$ cat config.mk
export PLATFORM = sky130hd
export DESIGN_NAME = i2c_cmd_sequencer
export DESIGN_NICKNAME = d
export VERILOG_FILES = /design/src/rtl/i2c_cmd_sequencer.sv
export SDC_FILE = /design/constraint.sdc
export NUM_CORES = 1
export LEC_CHECK = 0
export BUFFER_PORTS_ARGS = -buffer_cell sky130_fd_sc_hd__buf_2
export CORE_ASPECT_RATIO = 1.5
export CORE_MARGIN = 3
export CORE_UTILIZATION = 35
export CTS_CLUSTER_DIAMETER = 200
export DETAILED_ROUTE_END_ITERATION = 12
export PLACE_DENSITY = 0.61
export SYNTH_ARGS = -nofsm -noshare
export SYNTH_HDL_FRONTEND = slang
export SYNTH_SLANG_ARGS = --single-unit
$ cat constraint.sdc
create_clock -name clk -period 4 [get_ports clk]
set_input_delay 0.8 -clock clk [delete_from_list [all_inputs] [get_ports clk]]
set_output_delay 0.8 -clock clk [all_outputs]
set_load 0.02 [all_outputs]
$ cat src/rtl/i2c_cmd_sequencer.sv
// Command FIFO in front of an I2C master: launches queued transactions one at a
// time and detects completion by passively watching START/STOP on SCL/SDA.
module i2c_cmd_sequencer #(
    parameter int FIFO_DEPTH     = 4,
    parameter int TIMEOUT_CYCLES = 50000,
    parameter int GAP_CYCLES     = 100
) (
    input  logic                        clk,
    input  logic                        rst,
    input  logic                        cmd_valid,
    output logic                        cmd_ready,
    input  logic [6:0]                  cmd_addr,
    input  logic [7:0]                  cmd_reg,
    input  logic [7:0]                  cmd_data,
    input  logic                        cmd_rw,
    input  logic                        SCL,
    input  logic                        SDA,
    output logic [6:0]                  m_addr,
    output logic [7:0]                  m_reg_addr,
    output logic [7:0]                  m_data,
    output logic                        m_rw,
    output logic                        m_start_tx,
    input  logic [7:0]                  m_data_o,
    output logic                        rd_valid,
    output logic [7:0]                  rd_data,
    output logic                        err_timeout,
    output logic                        busy,
    output logic [$clog2(FIFO_DEPTH):0] fifo_count
);

    localparam int PW = $clog2(FIFO_DEPTH);
    localparam int CW = PW + 1;
    localparam int TW = $clog2(TIMEOUT_CYCLES + 1);
    localparam int GW = (GAP_CYCLES > 0) ? $clog2(GAP_CYCLES + 1) : 1;

    typedef struct packed {
        logic [6:0] addr;
        logic [7:0] reg_addr;
        logic [7:0] data;
        logic       rw;
    } cmd_t;

    typedef enum logic [1:0] {IDLE, LAUNCH, XFER, GAP} state_t;

    cmd_t          mem_q [FIFO_DEPTH];
    logic [PW-1:0] wr_ptr_q, wr_ptr_d, rd_ptr_q, rd_ptr_d;
    logic [CW-1:0] count_q, count_d;
    logic          push, pop;

    state_t        state_q, state_d;
    cmd_t          m_cmd_q, m_cmd_d;
    logic          m_start_tx_q, m_start_tx_d;
    logic          rd_valid_q, rd_valid_d;
    logic [7:0]    rd_data_q, rd_data_d;
    logic          err_q, err_d;
    logic [TW-1:0] tmo_q, tmo_d;
    logic [GW-1:0] gap_q, gap_d;

    logic scl_s1_q, scl_s2_q, scl_prev_q;
    logic sda_s1_q, sda_s2_q, sda_prev_q;
    logic start_det, stop_det, tmo_expire;

    assign cmd_ready = (count_q != CW'(FIFO_DEPTH));
    assign push      = cmd_valid && cmd_ready;

    // NOTE: the storage array has no reset; emptiness is defined by the pointers and count alone.
    always_ff @(posedge clk) begin
        if (push) begin
            mem_q[wr_ptr_q] <= {cmd_addr, cmd_reg, cmd_data, cmd_rw};
        end
    end

    // Synchronizers idle high so reset never looks like a bus edge.
    always_ff @(posedge clk or negedge rst) begin
        if (!rst) begin
            {scl_s1_q, scl_s2_q, scl_prev_q} <= 3'b111;
            {sda_s1_q, sda_s2_q, sda_prev_q} <= 3'b111;
        end else begin
            scl_s1_q   <= SCL;
            scl_s2_q   <= scl_s1_q;
            scl_prev_q <= scl_s2_q;
            sda_s1_q   <= SDA;
            sda_s2_q   <= sda_s1_q;
            sda_prev_q <= sda_s2_q;
        end
    end

    assign start_det  = scl_s2_q && scl_prev_q && sda_prev_q && !sda_s2_q;
    assign stop_det   = scl_s2_q && scl_prev_q && !sda_prev_q && sda_s2_q;
    assign tmo_expire = (tmo_q == TW'(TIMEOUT_CYCLES - 1));

    always_comb begin
        // NOTE: every signal gets a default first so no path through the case infers a latch.
        state_d      = state_q;
        m_cmd_d      = m_cmd_q;
        m_start_tx_d = m_start_tx_q;
        rd_valid_d   = 1'b0;
        rd_data_d    = rd_data_q;
        err_d        = 1'b0;
        tmo_d        = tmo_q;
        gap_d        = gap_q;
        pop          = 1'b0;
        case (state_q)
            IDLE: pop = (count_q != '0);
            LAUNCH: begin
                tmo_d = tmo_q + TW'(1);
                if (tmo_expire) begin
                    err_d        = 1'b1;
                    m_start_tx_d = 1'b0;
                    gap_d        = '0;
                    state_d      = GAP;
                end else if (start_det) begin
                    m_start_tx_d = 1'b0;
                    state_d      = XFER;
                end
            end
            XFER: begin
                tmo_d = tmo_q + TW'(1);
                if (stop_det) begin
                    if (m_cmd_q.rw) begin
                        rd_valid_d = 1'b1;
                        rd_data_d  = m_data_o;
                    end
                    gap_d   = '0;
                    state_d = GAP;
                end else if (tmo_expire) begin
                    err_d   = 1'b1;
                    gap_d   = '0;
                    state_d = GAP;
                end
            end
            GAP: begin
                // A queued command launches straight out of the gap, skipping IDLE.
                if (gap_q == GW'(GAP_CYCLES)) begin
                    pop     = (count_q != '0);
                    state_d = IDLE;
                end else begin
                    gap_d = gap_q + GW'(1);
                end
            end
            default: state_d = IDLE;
        endcase
        if (pop) begin
            m_cmd_d      = mem_q[rd_ptr_q];
            m_start_tx_d = 1'b1;
            tmo_d        = '0;
            state_d      = LAUNCH;
        end
    end

    always_comb begin
        wr_ptr_d = push ? wr_ptr_q + PW'(1) : wr_ptr_q;
        rd_ptr_d = pop  ? rd_ptr_q + PW'(1) : rd_ptr_q;
        count_d  = count_q + CW'(push) - CW'(pop);
    end

    // NOTE: non-blocking assignments so every flop samples pre-edge values regardless of block order.
    always_ff @(posedge clk or negedge rst) begin
        if (!rst) begin
            state_q      <= IDLE;
            m_cmd_q      <= '0;
            m_start_tx_q <= 1'b0;
            rd_valid_q   <= 1'b0;
            rd_data_q    <= '0;
            err_q        <= 1'b0;
            tmo_q        <= '0;
            gap_q        <= '0;
            wr_ptr_q     <= '0;
            rd_ptr_q     <= '0;
            count_q      <= '0;
        end else begin
            state_q      <= state_d;
            m_cmd_q      <= m_cmd_d;
            m_start_tx_q <= m_start_tx_d;
            rd_valid_q   <= rd_valid_d;
            rd_data_q    <= rd_data_d;
            err_q        <= err_d;
            tmo_q        <= tmo_d;
            gap_q        <= gap_d;
            wr_ptr_q     <= wr_ptr_d;
            rd_ptr_q     <= rd_ptr_d;
            count_q      <= count_d;
        end
    end

    assign m_addr      = m_cmd_q.addr;
    assign m_reg_addr  = m_cmd_q.reg_addr;
    assign m_data      = m_cmd_q.data;
    assign m_rw        = m_cmd_q.rw;
    assign m_start_tx  = m_start_tx_q;
    assign rd_valid    = rd_valid_q;
    assign rd_data     = rd_data_q;
    assign err_timeout = err_q;
    assign busy        = (state_q != IDLE) || (count_q != '0);
    assign fifo_count  = count_q;

endmodule

=== Yosys cells after proc, flatten, opt, wreduce, memory -nomap -nowiden ===
Memories as Yosys holds them, arrays and structs flattened. A register that Yosys moved wholly into a read port is not among the register bits.
Cells that the tools add are included.

* Equality and inequality tests: 10
* Reduce and logical (&&, ||, !) cells: 23
* $add $sub $neg: 6
* Muxes and demuxes: 27

{| class="wikitable"
|+ Operator list
! kind !! number
|-
| 16-bit two-way mux || 2
|-
| 7-bit two-way mux || 3
|-
| 7-bit case mux with 3 select lines || 1
|-
| 16-bit by 1-bit adder with 16-bit output, second input constant || 1
|-
| 16-bit equality test, second input constant || 1
|-
| 1-bit two-way mux || 12
|-
| 2-bit two-way mux || 6
|-
| 3-bit nonzero test || 3
|-
| 4-bit inequality test, second input constant || 2
|-
| 7-bit by 1-bit adder with 7-bit output, second input constant || 1
|-
| 7-bit equality test, second input constant || 1
|-
| 1-bit logical AND || 6
|-
| 3-bit inequality test, second input constant || 2
|-
| 2-bit case mux with 3 select lines || 1
|-
| 2-bit nonzero test || 3
|-
| 2-bit by 1-bit adder with 2-bit output, second input constant || 2
|-
| 2-bit equality test, second input constant || 2
|-
| 1-bit case mux with 2 select lines || 2
|-
| 2-bit AND reduction || 2
|-
| 4-bit AND reduction || 1
|-
| 4-bit nonzero test || 1
|-
| 3-bit by 1-bit adder with 3-bit output || 1
|-
| 1-bit zero test || 3
|-
| 3-bit AND reduction || 1
|-
| 6 further kinds || 6
|}

* Output and inout port bits: 40
* Bits in registers: 49
* Input bits: 37
* Logic and storage cells: 83
* Memories kept: 1
* Memory bits (writable): 96

{| class="wikitable"
|+ Memory list
! name !! depth !! bits a word !! read ports !! clocked after Yosys merged registers in !! wr ports !! line !! source
|-
| mem_q || 4 || 24 || 1 || 1 || 1 || 45 || <nowiki>cmd_t mem_q [FIFO_DEPTH];</nowiki>
|}

=== Logic depth before layout (Yosys ltp) ===
* Depth after elaboration: 7
* Gate-level depth with buffers: 15
* Depth with buffers taken out: 13

=== Worst setup path before layout ===
OpenSTA, ideal clock, no wires.

* Path type: reg2reg
* From: register gap_q[0]
* To: register count_q[2], in the netlist fifo_count[2]
* Setup time: 0.133 ns
* Data arrival time: 2.793 ns
* Period minus slack after synthesis: 2.926 ns
* Stages on the path, launching flop included: 16
* Slack: 1.074 ns
* Buffers on the path: 2
* Data required time: 3.867 ns
* Path through: dfrtp_1 > inv_1 > ha_1 > nand4b_1 > o31a_1 > or3_1 > buf_2 > clkinv_4 > buf_12 > ha_1 > inv_1 > ha_1 > inv_1 > fa_1 > xnor2_1 > xnor2_1

* Longest elaborated chain between the ends: 4

{| class="wikitable"
|+ RTL lines
! element !! line !! source
|-
| start, declared || 57 || <nowiki>logic [GW-1:0] gap_q, gap_d;</nowiki>
|-
| start signal, assigned || 179 || <nowiki>gap_q <= gap_d;</nowiki>
|-
| 7-bit equality test || 134 || <nowiki>if (gap_q == GW'(GAP_CYCLES)) begin</nowiki>
|-
| 1-bit two-way mux || 134 ||
|-
| 1-bit case mux with 2 select lines || 103 || <nowiki>case (state_q)</nowiki>
|-
| 3-bit by 1-bit subtractor with 3-bit output || 154 || <nowiki>count_d = count_q + CW'(push) - CW'(pop);</nowiki>
|-
| net count_d[2] || 47 || <nowiki>logic [CW-1:0] count_q, count_d;</nowiki>
|-
| end signal, assigned || 182 || <nowiki>count_q <= count_d;</nowiki>
|-
| end, declared || 47 ||
|}

The timed path passes the listed nets, and every way through them passes these cells.
A chain may end at the register's enable or synchronous reset.

=== Worst setup path in the final report ===
* From: register state_q[1]
* To: register count_q[2], in the netlist fifo_count[2]

* Longest elaborated chain between the ends: 3
* Elaborated cells on any way between the ends: 4
* Those cells by class: add/sub: 1; eq/ne: 1; mux: 1; reduce/logical: 1

{| class="wikitable"
|+ RTL lines
! element !! line !! source
|-
| start, declared || 50 || <nowiki>state_t state_q, state_d;</nowiki>
|-
| start signal, assigned || 172 || <nowiki>state_q <= state_d;</nowiki>
|-
| 2-bit equality test / 2-bit zero test (equally long branches) || 103 ||
|-
| 1-bit case mux with 2 select lines * || 103 ||
|-
| 3-bit by 1-bit subtractor with 3-bit output * || 154 ||
|-
| net count_d[2] || 47 ||
|}

The timed path passes the listed nets; every way through them passes the cells marked *.

==> out/results.ini <==
[run_status]
status=completed

[cts]
clock_latency_ns=0.41
cts_sinks=169
cts_buffer_depth=2
path_clk_slew_ns=0.06
cts_setup_buffers=0
cts_tree=built
htreeDepth=4
cts-hold-fix-buffers=0
cts_buffers=17
cts_resized=0
clk_root_buffer_cell=clkbuf_16

[power_and_ir_drop]
netSwitchingPower_mw=2.04
combPwrFrac_pct=31.7
p_leak_nw=3.19
p_per_area_mw_per_mm2=775
ir_worst_vdd_mv=0.325
intPower_mw=4.22
seq_power_share_pct=42.6
pwr-share-clk_pct=25.7
switching_share_pct=32.5

[timing]
timing.slew.headroom_pct=35.5
fin_crit_ns=3.25
fmax_mhz=308
whs_ns=0.354
tightest_slew_ns=0.968
final-setup-viol-count=0
fin_skew_ns=0.00815
grt_setup_unrepaired=false
finalHoldViolCount=0
fin_crit_sh_pct=81.2
setup_tns_ns=0
slew_violations=0

[synthesis]
netlist_instances=411
synth.area.mux_share_pct=15.1
synth-seq-area-share_pct=68.7
synthArstFlopShare_pct=43.2
synth_xor_area_share_pct=1.00
synth_top_family_by_area=multiplexers
synth_adder_area_share_pct=2.66
synth_cell_types=48
synth_compound_area_share_pct=3.64
ys_dominant_reg_cell=edfxtp_1
synth.cell_area_sq_mm=0.00687
synth-seq-cells=169
synth_nets=462
synth_area_per_cell_sq_um=16.7
synth_edf_count=96
synth-simple-area-share_pct=6.60
ys_warn_count=0

[critical_path]
path_max_fanout=15
path_class=reg -> reg
crit_path_end_kind=flip-flop
cp.arrival_ns=3.59
start_kind=flip-flop
cp.required_ns=4.34

[die]
core-area_sq_mm=0.0192
initial_core_util_pct=35.7
num_io_pins=77
die_area_sq_mm=0.0214
rows=62
die_x_um=120
die_y_um=178

[global_route]
grt_pass1_wl_um=21100
overflow=0
grt_pass1_vias=4050
grt_max_degree=74
antenna_found_initial=0
grtUsageTotal_pct=12.9

[min_path]
hold_path.class=reg -> reg

[drt]
ant_nets=0
vias_per_cell=4.92
drtIter0Drc=202
finalWirelength_um=13000
vias=3750
wl_per_cell_um=17.0
first_pass_iters=4
drc=0

[cells_and_area]
layout-drive-gt1-share_pct=35.0
num_antenna_cells=0
areaGrowthSynthToFinish_pct=17.7
fillers=1810
final_nets=544

[job]
drv_cap=0

[placement]
dp_hpwl_um=8390
portBuffers=76
place.gp.congestion=0.732

-- worst max-delay path, cell delays in order (launching register included) --
cell,delay [ns]
dfrtp_1,0.38
ha_1,0.38
nand4b_1,0.21
o31a_1,0.34
or3_1,0.63
clkinv_4,0.11
ha_1,0.22
inv_1,0.05
ha_1,0.12
inv_1,0.04
fa_1,0.37
xnor2_1,0.18
xnor2_1,0.14
-- flip-flops by register name, indices dropped and copies added, names as in the netlist, 2 cells and up --
register,flops
wr_ptr_q,2
rd_ptr_q,2
tmo_q,16
state_q,2
gap_q,7
mem_q,96
m_reg_addr,8
m_addr,7
m_data,8
rd_data,8
fifo_count,3
-- power by group through the flow --
stage / Clock (mW) / Combinational (mW) / Sequential (mW)
CTS: 1.66 / 2.03 / 2.69
detailed placement: 0 / 2.03 / 2.72
global route: 1.73 / 2.17 / 2.74
finish: 1.61 / 1.98 / 2.67
global placement: 0 / 1.99 / 2.70
floorplan: 0 / 1.42 / 2.75
-- layout by cell type, fill, tap and decap left out, types with 3 or more instances in the layout --
cell	instances
a21oi_1	9
and3_1	4
and3_2	4
buf_2	75
buf_4	3
clkbuf_1	3
clkbuf_16	17
clkinvlp_4	3
dfrtp_1	66
dfstp_2	6
edfxtp_1	96
ha_1	13
inv_1	13
mux2_2	14
mux2_4	18
mux2i_1	6
mux4_2	24
nand2_1	33
nand3_1	12
nand4_1	4
nand4b_1	4
nor2_1	11
o21ai_0	19
o31ai_1	3
xnor2_1	5
-- logic make-up after synthesis --
kind of cell             Yosys count
flip-flops                       169
AND/OR/NAND/NOR                   86
multiplexers                      63
AO/OA/AOI/OAI                     42
buffers and inverters             30
adder cells (fa/ha/maj)           14
XOR/XNOR                           7
-- final timing paths --
| check | start | to | slack, ns | cells after the start |
|---|---|---|---|---|
| max | state_q[1] | fifo_count[2] | 0.75 | 12 |
| min | sda_s1_q | sda_s2_q | 0.35 | 0 |
| max reg2reg | state_q[1] | fifo_count[2] | 0.75 | 12 |
| min reg2reg | sda_s1_q | sda_s2_q | 0.35 | 0 |
| max in group asynchronous | rst | rd_ptr_q[0] | 2.80 | 1 |
| min in group asynchronous | rst | gap_q[0] | 0.53 | 1 |
-- routing by layer --
layer / track usage (%) / routed length [um]
met4: 4.73 / 190
met5: 0 / 0
met3: 3.00 / 483
met2: 24.2 / 7330
met1: 14.1 / 4970
-- cells in the mapped netlist (2+ instances only) --
cell type	n	area (sq um)
a21oi_1	9	45.0
a31oi_1	2	12.5
and2_1	2	12.5
and3_1	8	50.1
and4_1	2	17.5
buf_12	2	40.0
buf_2	4	20.0
clkbuf_1	9	33.8
dfrtp_1	67	1680
dfstp_2	6	158
edfxtp_1	96	2880
ha_1	13	163
inv_1	13	48.8
mux2_2	14	158
mux2_4	18	270
mux2i_1	6	60.1
mux4_2	24	541
nand2_1	33	124
nand3_1	12	60.1
nand4_1	4	25.0
nand4b_1	4	35.0
nor2_1	11	41.3
nor3_1	2	10.0
o21ai_0	19	95.1
o31ai_1	3	22.5
or4_1	2	15.0
xnor2_1	5	43.8
-- cell type report --
type	instances	area [sq um]	area share (%)
multi-input cells	212	2000	24.7
clock inverters	10	118	1.46
clock buffers	22	464	5.75
flip-flops and latches	169	4720	58.4
inverters	15	61.3	0.759
well taps	256	320	3.96
repair buffers	78	398	4.92
-- stage by stage --
step / util [%] / power, mW / setup WS [ns] / std cells / instance area (sq um)
after floorplan: - / 4.17 / 1.07 / 411 / 6870
after global placement: 39.0 / 4.68 / 0.829 / 730 / 7500
after detailed placement: 39.0 / 4.75 / 0.728 / 730 / 7500
after CTS: 42.0 / 6.38 / 0.732 / 762 / 8080
after global routing: 42.0 / 6.64 / 0.477 / 762 / 8080
final: 42.0 / 6.26 / 0.751 / 762 / 8080
Note: power is estimated with default switching activity, not from simulation.
